--- src/rtl/nested_if_pkg.sv ---
// nested_if_pkg: shared types and constants for the nested_if_pipe block.
//   branch_t : 2-bit code naming which leg of the selection tree produced x.
//   BR_ELSE (outer else, x = f), BR_B, BR_C, BR_D (inner legs, x = b/c/d).
package nested_if_pkg;

  typedef logic [1:0] branch_t;

  localparam branch_t BR_ELSE = 2'd0;
  localparam branch_t BR_B    = 2'd1;
  localparam branch_t BR_C    = 2'd2;
  localparam branch_t BR_D    = 2'd3;

endpackage

--- src/rtl/nested_if_sel.sv ---
// nested_if_sel: combinational priority if/else-if selection tree.
// Ports:
//   a..f    in  WIDTH  operands
//   mode    in  1      0 = default y on the outer else, 1 = y_hold on the outer else
//   y_hold  in  WIDTH  sticky y value kept by the parent
//   x, y    out WIDTH  selected operands
//   branch  out 2      leg taken (see nested_if_pkg)
// All threshold compares are unsigned at WIDTH+1 bits so a+1 never wraps.
module nested_if_sel
  import nested_if_pkg::*;
#(
  parameter int WIDTH     = 4,
  parameter int TH_LO     = 1,
  parameter int TH_MID    = 2,
  parameter int TH_HI     = 3,
  parameter int Y_DEFAULT = 5
) (
  input  logic [WIDTH-1:0] a,
  input  logic [WIDTH-1:0] b,
  input  logic [WIDTH-1:0] c,
  input  logic [WIDTH-1:0] d,
  input  logic [WIDTH-1:0] e,
  input  logic [WIDTH-1:0] f,
  input  logic             mode,
  input  logic [WIDTH-1:0] y_hold,
  output logic [WIDTH-1:0] x,
  output logic [WIDTH-1:0] y,
  output branch_t          branch
);

  localparam logic [WIDTH:0]   TH_LO_W  = (WIDTH+1)'(TH_LO);
  localparam logic [WIDTH:0]   TH_MID_W = (WIDTH+1)'(TH_MID);
  localparam logic [WIDTH:0]   TH_HI_W  = (WIDTH+1)'(TH_HI);
  localparam logic [WIDTH-1:0] Y_DEF_W  = WIDTH'(Y_DEFAULT);

  logic [WIDTH:0] a_w;
  logic [WIDTH:0] a_p1;

  assign a_w  = {1'b0, a};
  assign a_p1 = a_w + (WIDTH+1)'(1);

  always_comb begin
    x      = f;
    y      = Y_DEF_W;
    branch = BR_ELSE;
    if (a_w > TH_LO_W) begin
      y = e;
      if (a_w > TH_MID_W) begin
        x      = b;
        branch = BR_B;
      end else if (a_p1 > TH_HI_W) begin
        x      = c;
        branch = BR_C;
      end else begin
        x      = d;
        branch = BR_D;
      end
    end else if (mode) begin
      y = y_hold;
    end
  end

endmodule

--- src/rtl/nested_if_pipe.sv ---
// nested_if_pipe: nested-if selection tree behind a 2-stage valid/ready pipe.
// Ports:
//   clk, reset           clock and synchronous active-high reset
//   in_valid / in_ready  input handshake; mode and a..f travel with it
//   out_valid / out_ready output handshake for o1, o2, branch
//   o1 = x + a, o2 = y + a (WIDTH+1 bits, no truncation), branch = leg taken
//
// Handshake: a transfer happens on a rising edge where valid && ready.
// Outputs are held stable while out_valid && !out_ready. in_ready depends
// only on pipeline state and out_ready, never on in_valid.
//
// y_hold captures e on every accepted input that takes the outer-if leg, so
// a following sticky-mode transaction sees the last accepted e even while
// its predecessor is still in flight.
module nested_if_pipe
  import nested_if_pkg::*;
#(
  parameter int WIDTH     = 4,
  parameter int TH_LO     = 1,
  parameter int TH_MID    = 2,
  parameter int TH_HI     = 3,
  parameter int Y_DEFAULT = 5
) (
  input  logic             clk,
  input  logic             reset,
  input  logic             in_valid,
  output logic             in_ready,
  input  logic             mode,
  input  logic [WIDTH-1:0] a,
  input  logic [WIDTH-1:0] b,
  input  logic [WIDTH-1:0] c,
  input  logic [WIDTH-1:0] d,
  input  logic [WIDTH-1:0] e,
  input  logic [WIDTH-1:0] f,
  output logic             out_valid,
  input  logic             out_ready,
  output logic [WIDTH:0]   o1,
  output logic [WIDTH:0]   o2,
  output branch_t          branch
);

  localparam logic [WIDTH-1:0] Y_DEF_W = WIDTH'(Y_DEFAULT);

  logic [WIDTH-1:0] sel_x;
  logic [WIDTH-1:0] sel_y;
  branch_t          sel_branch;
  logic [WIDTH-1:0] y_hold;

  logic             s1_valid;
  logic [WIDTH-1:0] s1_x;
  logic [WIDTH-1:0] s1_y;
  logic [WIDTH-1:0] s1_a;
  branch_t          s1_branch;

  logic             s2_valid;
  logic [WIDTH:0]   s2_o1;
  logic [WIDTH:0]   s2_o2;
  branch_t          s2_branch;

  logic             s2_load;
  logic             accept;

  nested_if_sel #(
    .WIDTH    (WIDTH),
    .TH_LO    (TH_LO),
    .TH_MID   (TH_MID),
    .TH_HI    (TH_HI),
    .Y_DEFAULT(Y_DEFAULT)
  ) u_sel (
    .a     (a),
    .b     (b),
    .c     (c),
    .d     (d),
    .e     (e),
    .f     (f),
    .mode  (mode),
    .y_hold(y_hold),
    .x     (sel_x),
    .y     (sel_y),
    .branch(sel_branch)
  );

  // S2 can take new data when empty or when its contents leave this cycle;
  // S1 can take new data when empty or when it moves into S2.
  assign s2_load  = !s2_valid || out_ready;
  assign in_ready = !s1_valid || s2_load;
  assign accept   = in_valid && in_ready;

  always_ff @(posedge clk) begin
    if (reset) begin
      y_hold    <= Y_DEF_W;
      s1_valid  <= 1'b0;
      s1_x      <= '0;
      s1_y      <= '0;
      s1_a      <= '0;
      s1_branch <= BR_ELSE;
      s2_valid  <= 1'b0;
      s2_o1     <= '0;
      s2_o2     <= '0;
      s2_branch <= BR_ELSE;
    end else begin
      // The outer-if leg is exactly the set of branches other than BR_ELSE.
      if (accept && (sel_branch != BR_ELSE)) begin
        y_hold <= e;
      end

      if (in_ready) begin
        s1_valid <= in_valid;
        if (in_valid) begin
          s1_x      <= sel_x;
          s1_y      <= sel_y;
          s1_a      <= a;
          s1_branch <= sel_branch;
        end
      end

      if (s2_load) begin
        s2_valid <= s1_valid;
        if (s1_valid) begin
          s2_o1     <= {1'b0, s1_x} + {1'b0, s1_a};
          s2_o2     <= {1'b0, s1_y} + {1'b0, s1_a};
          s2_branch <= s1_branch;
        end
      end
    end
  end

  assign out_valid = s2_valid;
  assign o1        = s2_o1;
  assign o2        = s2_o2;
  assign branch    = s2_branch;

endmodule

--- config.mk ---
export PLATFORM = sky130hd
export DESIGN_NAME = nested_if_pipe
export DESIGN_NICKNAME = d
export VERILOG_FILES = /design/src/rtl/nested_if_pkg.sv /design/src/rtl/nested_if_sel.sv /design/src/rtl/nested_if_pipe.sv
export SDC_FILE = /design/constraint.sdc
export NUM_CORES = 1
export LEC_CHECK = 0
export BUFFER_PORTS_ARGS = -buffer_cell sky130_fd_sc_hd__buf_2
export CORE_MARGIN = 2
export CORE_UTILIZATION = 56
export DETAILED_ROUTE_END_ITERATION = 8
export GPL_TIMING_DRIVEN = 0
export PLACE_DENSITY_LB_ADDON = 0.1
export SLEW_MARGIN = 20
export SYNTH_ARGS = -nofsm -noshare
export SYNTH_HDL_FRONTEND = slang
export SYNTH_SLANG_ARGS = --single-unit
export TNS_END_PERCENT = 1
--- constraint.sdc ---
create_clock -name clk -period 4.3 [get_ports clk]
set_input_delay 0.43 -clock clk [delete_from_list [all_inputs] [get_ports clk]]
set_output_delay 0.43 -clock clk [all_outputs]
set_load 0.005 [all_outputs]
Word level (Yosys, flattened, before mapping). Cells that the tools add are included.

Register bits: 32. Input bits: 29. Output and inout bits: 14. Word-level logic and storage cells: 33.

Add/sub/neg operators: 3. Magnitude comparators: 3. Multiplexer cells: 8. Reductions and logical operators: 9.

Operators by type and width (count): $mux 4 (5); $add 4x4->5 (2); $add 4x1->5 const B (1); $gt 5x2->1 const B (1); $gt 4x1->1 const B (1); $gt 4x2->1 const B (1); $mux 2 (2); $reduce_and 2->1 (2); $logic_and 1x1->1 (2); $logic_not 1->1 (2); $logic_or 1x1->1 (2); $reduce_bool 2->1 (1); $mux 1 (1).

Longest topological paths before layout. Gate-level depths: netlist (run 1).

Word-level depth: 7. Mapped depth: 7. Depth with buffers taken out: 6.

Cells and area by module. Synthesis (run 1) repeated with hierarchy kept, for this count alone.

Cells, all modules: 215. Area, all modules: 1815.5 sq um.

Modules (own cells, without submodules): nested_if_pipe (times used 1, cells each 175, area each 1531.5 sq um, sequential area each 640.6 sq um); nested_if_sel (times used 1, cells each 40, area each 284.0 sq um, sequential area each 0.0 sq um).

Worst setup path before layout (run 1). Ideal clock, no wire load.

Path kind: input port to flip-flop. From: in a[1]. To: reg s1_y[2]. Library setup time: 70 ps. Arrival: 1773 ps. Data required time: 4230 ps. Slack: 2456 ps. Stages: 7. Buffers on the path: 1. Cell sequence: inv_1 -> ha_1 -> or2_2 -> and2_1 -> clkbuf_1 -> a311o_1 -> a21oi_1.

Longest elaborated chain between the ends: 2.

Ends and longest elaborated chain: start, declared (line nested_if_pipe.sv:29) `input logic [WIDTH-1:0] a,`; $gt 4x1->1 (line nested_if_sel.sv:46) `if (a_w > TH_LO_W) begin`; $mux 4 (line nested_if_sel.sv:46); end signal, assigned (line nested_if_pipe.sv:111) `s1_y <= sel_y;`; end, declared (line nested_if_pipe.sv:51) `logic [WIDTH-1:0] s1_y;`.

Every way passes these cells. A chain may end at the register's enable or synchronous reset.

Worst setup path after layout (run 1). Ends and elaborated chain as after synthesis.

==> qor.csv, run 1 <==
metric,value,unit
worst ir drop on vdd,0.000320,V
critical path type,in -> reg,
core region area,2780,um^2
Post-Synthesis Mean Instance Area,8.60,um^2
post-route clock skew,8.19,ps
"Clk pin slew, worst setup/hold paths",90,ps
shortest clock period the worst path allows after layout,1890,ps
clock insertion delay at the later pin of the skew report,340,ps
area enclosed by the die boundary,3430,um^2
CP Launch Type,primary input,
timing startpoint of the critical path,a[1],
chip height,58.6,um
placed wire-length estimate after detailed placement,3260,um
count of flip-flops with a built-in enable after synthesis,0,
clock tree from TritonCTS,built,
final sum of negative setup slack,0,ps
detailed-route vias per instance,6.04,
"Top FF cell, synth",dfxtp_1,
TritonCTS buffer count,5,
number of inserted filler cells in the final layout,245,
worst endpoint data arrival time,2150,ps
launch point of the worst reg-to-reg path,s1_valid,
final critical-path share of the clock period,43.9,%
Final GP Congestion,0.766,
net count reported at finish,286,
number of gates given a new drive strength after cts,0,
Slew Limit Fails,0,
Diodes inserted,0,
width of the chip,58.6,um
GRT Util Overall,26.8,%
deepest level of the CTS H-tree,2,
critical-path maximum fanout,10,
switching power,178,uW
fraction of power consumed by sequential logic,51.4,%
instance count of the mapped netlist,194,
slew at the pin closest to its max-slew limit,612,ps
r2r endpoint,s1_branch[0],
Clock power frac,30.2,%
row count,19,
largest net degree at the start of global routing,11,
sequential fraction of the synthesis area,38.4,%
Finish-stage setup viols,0,
fraction of synthesis flops using an asynchronous set or reset pin,0,%
setup repair after global routing missed its margin,false,
R2R cell count,6,
Root Driver,clkbuf_4,
Netlist Area Pre-Place,1670,um^2
synthesis-to-finish area growth,18.8,%
result of the run,completed,
count of warnings emitted by yosys,0,
global-route wire length before repair,6900,um
residual overflow from global routing,0,
vias in the first global route,1541,
relative slew slack,58.8,%
highest clock frequency the design can meet,0.529,GHz
Starting DRT DRC Count,97,
DRC violation count after routing,0,
Internal,459,uW
number of distinct library cell variants in the gate-level netlist after synthesis,31,
termination of the worst setup path,s1_y[2],
number of iterations in the first detailed-routing pass,4,
starting utilization of the core area,60.0,%
register-to-register setup slack,2500,ps
Max Cap Viol,0,
Synth top area share,38.4,%
number of sinks handled by clock tree synthesis,32,
IO Pins,43,
Lkg Pwr,0.000885,uW
share of layout cells above drive strength 1,21.0,%
initial antenna violation count,0,
total routed wirelength,4320,um
flip-flop and latch count after synthesis,32,
maximum count of clock buffers along a single path,2,
Power Dens Cells,321,nW/um^2
WL per Instance,15.8,um
final count of hold timing violations,0,
remaining number of nets flagged by the antenna check after routing,0,
share of power burned in combinational logic,18.4,%
total vias in the final route,1656,
"Req. time, crit path",4560,ps
leading post-synthesis cells by cell area,"dfxtp_1, ha_1, a21oi_1",
number of buffers added for setup after CTS,0,
class of the most critical hold timing path,in -> reg,
Setup crit end kind,flop,
cts hold-fix bufs,0,
Tot Pwr,637,uW
cell type with the largest total area after synthesis,dfxtp_1,
# port buffers,42,
Synth Net Count,237,
switching share of power,27.9,%
-- critical path, cell delays in order --
cell and delay, ps:
buf_2 130, inv_1 90, ha_1 180, or2_2 340
and2_1 190, clkbuf_1 230, a311o_1 430, a21oi_1 140
-- cell usage after synthesis (2+ instances only) --
cell / count
nor2b_1: 3
clkbuf_1: 9
xor2_1: 2
mux2i_1: 4
fa_1: 2
o21ai_0: 7
a211oi_1: 4
o21bai_1: 3
dfxtp_1: 32
nand3_1: 4
a21oi_1: 24
nand2_1: 29
a221oi_1: 4
a311o_1: 4
nand3b_1: 3
xnor2_1: 2
ha_1: 12
o32ai_1: 4
nand2b_1: 2
inv_1: 11
and2_1: 3
a311oi_1: 2
nor2_1: 13
a21o_1: 3
or3_1: 2
-- layout by cell type, fill, tap and decap left out, drive strengths merged --
master | netlist | routed
nand2b | 2 | 2
mux2i | 4 | 4
a211oi | 4 | 4
o211ai | 1 | 1
a311oi | 2 | 2
ha | 12 | 12
a21oi | 24 | 24
o32ai | 4 | 4
and2 | 3 | 3
buf | 0 | 42
a221oi | 4 | 4
o31ai | 1 | 1
nor3b | 1 | 1
xnor2 | 2 | 2
or3 | 2 | 2
nor2b | 3 | 3
o21ai | 7 | 7
clkbuf | 9 | 16
nor2 | 13 | 13
dfxtp | 32 | 32
a21bo | 1 | 1
fa | 2 | 2
xor2 | 2 | 2
inv | 11 | 11
o21bai | 3 | 3
nand3b | 3 | 3
a2111oi | 1 | 1
or2 | 1 | 1
nand3 | 4 | 4
a311o | 4 | 4
nand2 | 29 | 29
a21o | 3 | 3
-- power groups by stage --
| stage | Combinational (uW) | Clock (uW) | Sequential (uW) |
|---|---|---|---|
| 2_1_floorplan | 71.0 | 0 | 331 |
| 3_3_place_gp | 109 | 0 | 333 |
| 3_5_place_dp | 115 | 0 | 334 |
| 4_1_cts | 116 | 192 | 327 |
| 5_1_grt | 129 | 201 | 329 |
| 6_report | 117 | 192 | 327 |
-- layer usage --
layer / part of all wire [%] / track usage [%] / up-vias
li1: - / - / 782
met1: 39 / 32.1 / 788
met2: 50 / 46.2 / 73
met3: 8.2 / 5.49 / 13
met4: 2.0 / 12.3 / 0
met5: 0 / 0 / -
-- through the flow --
step	cell area, um^2	instances	setup slack [ps]	hold slack [ps]	utilization (%)
floorplan	1670	194	2460	432	-
global placement	1920	267	2140	439	68.9
detailed placement	1920	267	2090	441	68.9
CTS	1980	274	2430	343	71.3
global route	1980	274	2250	348	71.3
finish	1980	274	2410	343	71.3
-- kinds of logic (layout without fill, tap and decap cells) --
| logic type | after synthesis | count (layout) | share of synthesized area, % |
|---|---|---|---|
| compound gates | 59 | 59 | 24.6 |
| fa+ha+maj | 14 | 14 | 11.4 |
| simple gates | 61 | 61 | 16.6 |
| buf+inv | 20 | 69 | 4.50 |
| mux | 4 | 4 | 2.40 |
| flops | 32 | 32 | 38.4 |
| xor+xnor | 4 | 4 | 2.10 |
-- worst min-delay path by stage --
stage	startpoint	end	slack [ps]	cells after the start
finish	in_valid	s1_valid	340	3
global route	e[2]	y_hold[2]	350	2
CTS	in_valid	s1_valid	340	3
detailed placement	o1[2]	o1[2]	440	2
global placement	o2[2]	o2[2]	440	2
floorplan	s1_branch[0]	branch[0]	430	2
-- registers in the layout, indices dropped and copies added, names as in the netlist --
signal,count
branch,2
o1,5
o2,5
out_valid,1
s1_a,4
s1_branch,2
s1_valid,1
s1_x,4
s1_y,4
y_hold,4
-- final cells by class --
cell class / instances / area [um^2] / area share, %
Buffer: 9 / 33.8 / 1.70
Timing Repair Buffer: 42 / 210 / 10.6
Sequential cell: 32 / 641 / 32.3
Multi-Input combinational cell: 142 / 952 / 48.0
Clock buffer: 7 / 65.1 / 3.28
Inverter: 11 / 41.3 / 2.08
Tap cell: 31 / 38.8 / 1.96
No activity file was read; power rests on OpenSTA's default activity.
==> run 2, diff against run 1 <==
--- a/config.mk
+++ b/config.mk
@@ -5,9 +5,10 @@
 export SDC_FILE = /design/constraint.sdc
 export NUM_CORES = 1
 export LEC_CHECK = 0
+export ABC_AREA = 1
 export BUFFER_PORTS_ARGS = -buffer_cell sky130_fd_sc_hd__buf_2
 export CORE_MARGIN = 2
-export CORE_UTILIZATION = 56
+export CORE_UTILIZATION = 52
 export DETAILED_ROUTE_END_ITERATION = 8
 export GPL_TIMING_DRIVEN = 0
 export PLACE_DENSITY_LB_ADDON = 0.1
==> constraint.sdc (replaced) <==
create_clock -name clk -period 1.9 [get_ports clk]
set_input_delay 0.19 -clock clk [delete_from_list [all_inputs] [get_ports clk]]
set_output_delay 0.19 -clock clk [all_outputs]
set_load 0.005 [all_outputs]
==> qor.csv, run 2 <==
metric,value,unit,change
"Top FF cell, synth",dfxtp_1,,unchanged
Power Dens Cells,696,nW/um^2,was 321 nW/um^2
critical path type,reg -> reg,,was in -> reg
number of buffers added for setup after CTS,0,,unchanged
row count,20,,was 19
Post-Synthesis Mean Instance Area,7.42,um^2,was 8.60 um^2
number of gates given a new drive strength after cts,0,,unchanged
width of the chip,61.3,um,was 58.6 um
maximum count of clock buffers along a single path,2,,unchanged
most used standard cells in the synthesized netlist,"nand2_1, dfxtp_1, a21oi_1",,"was dfxtp_1, nand2_1, a21oi_1"
setup repair after global routing missed its margin,false,,unchanged
Starting DRT DRC Count,56,,was 97
area enclosed by the die boundary,3760,um^2,was 3430 um^2
number of inserted filler cells in the final layout,302,,was 245
residual overflow from global routing,0,,unchanged
Diodes inserted,0,,unchanged
synthesis-to-finish area growth,18.8,%,about the same
filler-free cell count of the finished design,323,,was 274
number of sinks handled by clock tree synthesis,32,,unchanged
TritonCTS buffer count,5,,unchanged
number of iterations in the first detailed-routing pass,4,,unchanged
Synth Net Count,273,,was 237
"arithmetic-cell share of the synthesized area counting full adders, half adders and majority gates",11.1,%,was 11.4%
shortest clock period the worst path allows after layout,1400,ps,
count of flip-flops with a built-in enable after synthesis,0,,unchanged
most frequent standard cell in the layout excluding fill and tap cells,nand2_1,,was buf_2
R2R cell count,6,,unchanged
clock tree from TritonCTS,built,,unchanged
Lkg Pwr,0.00100,uW,was 0.000885 uW
placed insts,315,,was 267
initial antenna violation count,0,,unchanged
total routed wirelength,3500,um,was 4320 um
CP Launch Type,flop,,was primary input
class of the most critical hold timing path,in -> reg,,unchanged
Synth Area in Compound Gates,17.5,%,was 24.6%
Final GP Congestion,0.834,,was 0.766
placed wire-length estimate after detailed placement,2750,um,was 3260 um
count of warnings emitted by yosys,0,,unchanged
combinational family with the most area after synthesis,simple AND/OR/NAND/NOR gates,,was compound AO/OA/AOI/OAI gates
endpoint of the worst hold path,y_hold[0],,was s1_valid
instance count of the mapped netlist,230,,was 194
Netlist Area Pre-Place,1710,um^2,was 1670 um^2
slew at the pin closest to its max-slew limit,512,ps,was 612 ps
most frequent cell after synthesis,nand2_1,,was dfxtp_1
post-synthesis simple-gate area fraction,23.8,%,was 16.6%
WHS Path Cells,3,,unchanged
worst endpoint data arrival time,1670,ps,was 2150 ps
deepest level of the CTS H-tree,2,,unchanged
mux share of post-synthesis cell area,0,%,was 2.40%
critical-path maximum fanout,3,,was 10
Max Cap Viol,0,,unchanged
timing startpoint of the critical path,s1_a[0],,was a[1]
starting utilization of the core area,55.4,%,was 60.0%
detailed-route vias per instance,4.87,,was 6.04
launch point of the worst reg-to-reg path,s1_a[0],,was s1_valid
# port buffers,41,,was 42
result of the run,completed,,unchanged
Synth top area share,37.5,%,was 38.4%
remaining number of nets flagged by the antenna check after routing,0,,unchanged
final count of hold timing violations,0,,unchanged
leading post-synthesis cells by cell area,"dfxtp_1, nand2_1, ha_1",,"was dfxtp_1, ha_1, a21oi_1"
GRT Util Overall,21.2,%,was 26.8%
xor/xnor cell area share of the yosys netlist,1.03,%,was 2.10%
sequential fraction of the synthesis area,37.5,%,was 38.4%
core region area,3080,um^2,was 2780 um^2
"Clk pin slew, worst setup/hold paths",100,ps,was 90 ps
final critical-path share of the clock period,73.9,%,
number of distinct library cell variants in the gate-level netlist after synthesis,28,,was 31
Slew Limit Fails,0,,unchanged
register-to-register setup slack,500,ps,was 2500 ps
cell type with the largest total area after synthesis,dfxtp_1,,unchanged
worst ir drop on vdd,0.000392,V,was 0.000320 V
r2r endpoint,o1[4],,was s1_branch[0]
flip-flop and latch count after synthesis,32,,unchanged
vias in the first global route,1307,,was 1541
global-route wire length before repair,5750,um,was 6900 um
fraction of synthesis flops using an asynchronous set or reset pin,0,%,unchanged
post-route clock skew,10.2,ps,was 8.19 ps
min-delay src,e[0],,was in_valid
Setup crit end kind,flop,,unchanged
final sum of negative setup slack,0,ps,unchanged
WL per Instance,10.8,um,was 15.8 um
Root Driver,clkbuf_4,,unchanged
"Req. time, crit path",2160,ps,was 4560 ps
most frequent cells in the layout,"nand2_1, buf_2, dfxtp_1",,"was buf_2, dfxtp_1, nand2_1"
share of layout cells above drive strength 1,26.2,%,was 21.0%
IO Pins,43,,unchanged
clock insertion delay at the later pin of the skew report,330,ps,was 340 ps
relative slew slack,65.9,%,was 58.8%
highest clock frequency the design can meet,0.713,GHz,
DRC violation count after routing,0,,unchanged
Finish-stage setup viols,0,,unchanged
net count reported at finish,321,,was 286
chip height,61.3,um,was 58.6 um
total vias in the final route,1574,,was 1656
largest net degree at the start of global routing,11,,unchanged
cts hold-fix bufs,0,,unchanged
run 2: cell count changes after synthesis, sizes merged, moves of 7 or more:
| cell | before | now |
|---|---|---|
| clkbuf | 9 | 2 |
| inv | 11 | 29 |
| nand2 | 29 | 55 |
| nand3 | 4 | 14 |
| nor2 | 13 | 25 |
| o21ai | 7 | 18 |
run 2: logic make-up (layout without fill, tap and decap cells):
logic type / Yosys count / count (layout)
flip-flops: 32 / 32
buffers and inverters: 35 / 84
AND/OR/NAND/NOR: 94 / 94
adder cells (fa/ha/maj): 14 / 14
AO/OA/AOI/OAI: 53 / 53
XOR/XNOR: 2 / 2
run 2: cell type report:
type	instances	area (um^2)	share of cell area, %
Multi-Input combinational cell	163	912	45.0
Clock inverter	2	10.0	0.494
Buffer	6	42.5	2.10
Clock buffer	6	51.3	2.53
Sequential cell	32	641	31.6
Inverter	29	111	5.49
Timing Repair Buffer	41	205	10.1
Tap cell	44	55.1	2.71
run 2: worst max path at each step:
stage	end	slack [ps]	cells past startpoint
floorplan	o1[4]	610	6
global placement	s1_y[2]	410	8
detailed placement	s1_y[2]	380	8
CTS	o2[4]	480	6
global route	o2[4]	330	6
finish	o1[4]	500	6
run 2: critical path, stage by stage, from the launching register on:
cell,delay (ps)
dfxtp_1,370
ha_1,180
inv_1,50
fa_1,400
o21ai_0,170
nand2_1,70
a21oi_1,110
run 2: routing by layer:
layer / global-route usage [%] / part of all wire [%] / up-vias
met1: 28.0 / 48 / 670
met4: 6.52 / 1.3 / 0
met5: 0 / 0 / -
li1: - / - / 847
met3: 7.35 / 7.0 / 6
met2: 32.8 / 43 / 51
run 2: where the power goes:
part,switching (uW),leakage (uW),internal [uW]
logic,154,0.000701,115
registers,27.2,0.000264,716
clock network,223,0.0000380,176
total,405,0.00100,1010
run 2: per-stage QoR:
step                      area [um^2]  power [uW]  setup slack [ps]  utilization [%]  hold slack [ps]
final                            2030        1410               497             65.9             96.7
after global routing             2030        1500               333             65.9              107
after CTS                        2030        1420               482             65.9             89.4
after detailed placement         1970        1030               384             63.9              443
after global placement           1970        1020               414             63.9              440
after floorplan                  1710         935               609                -              336
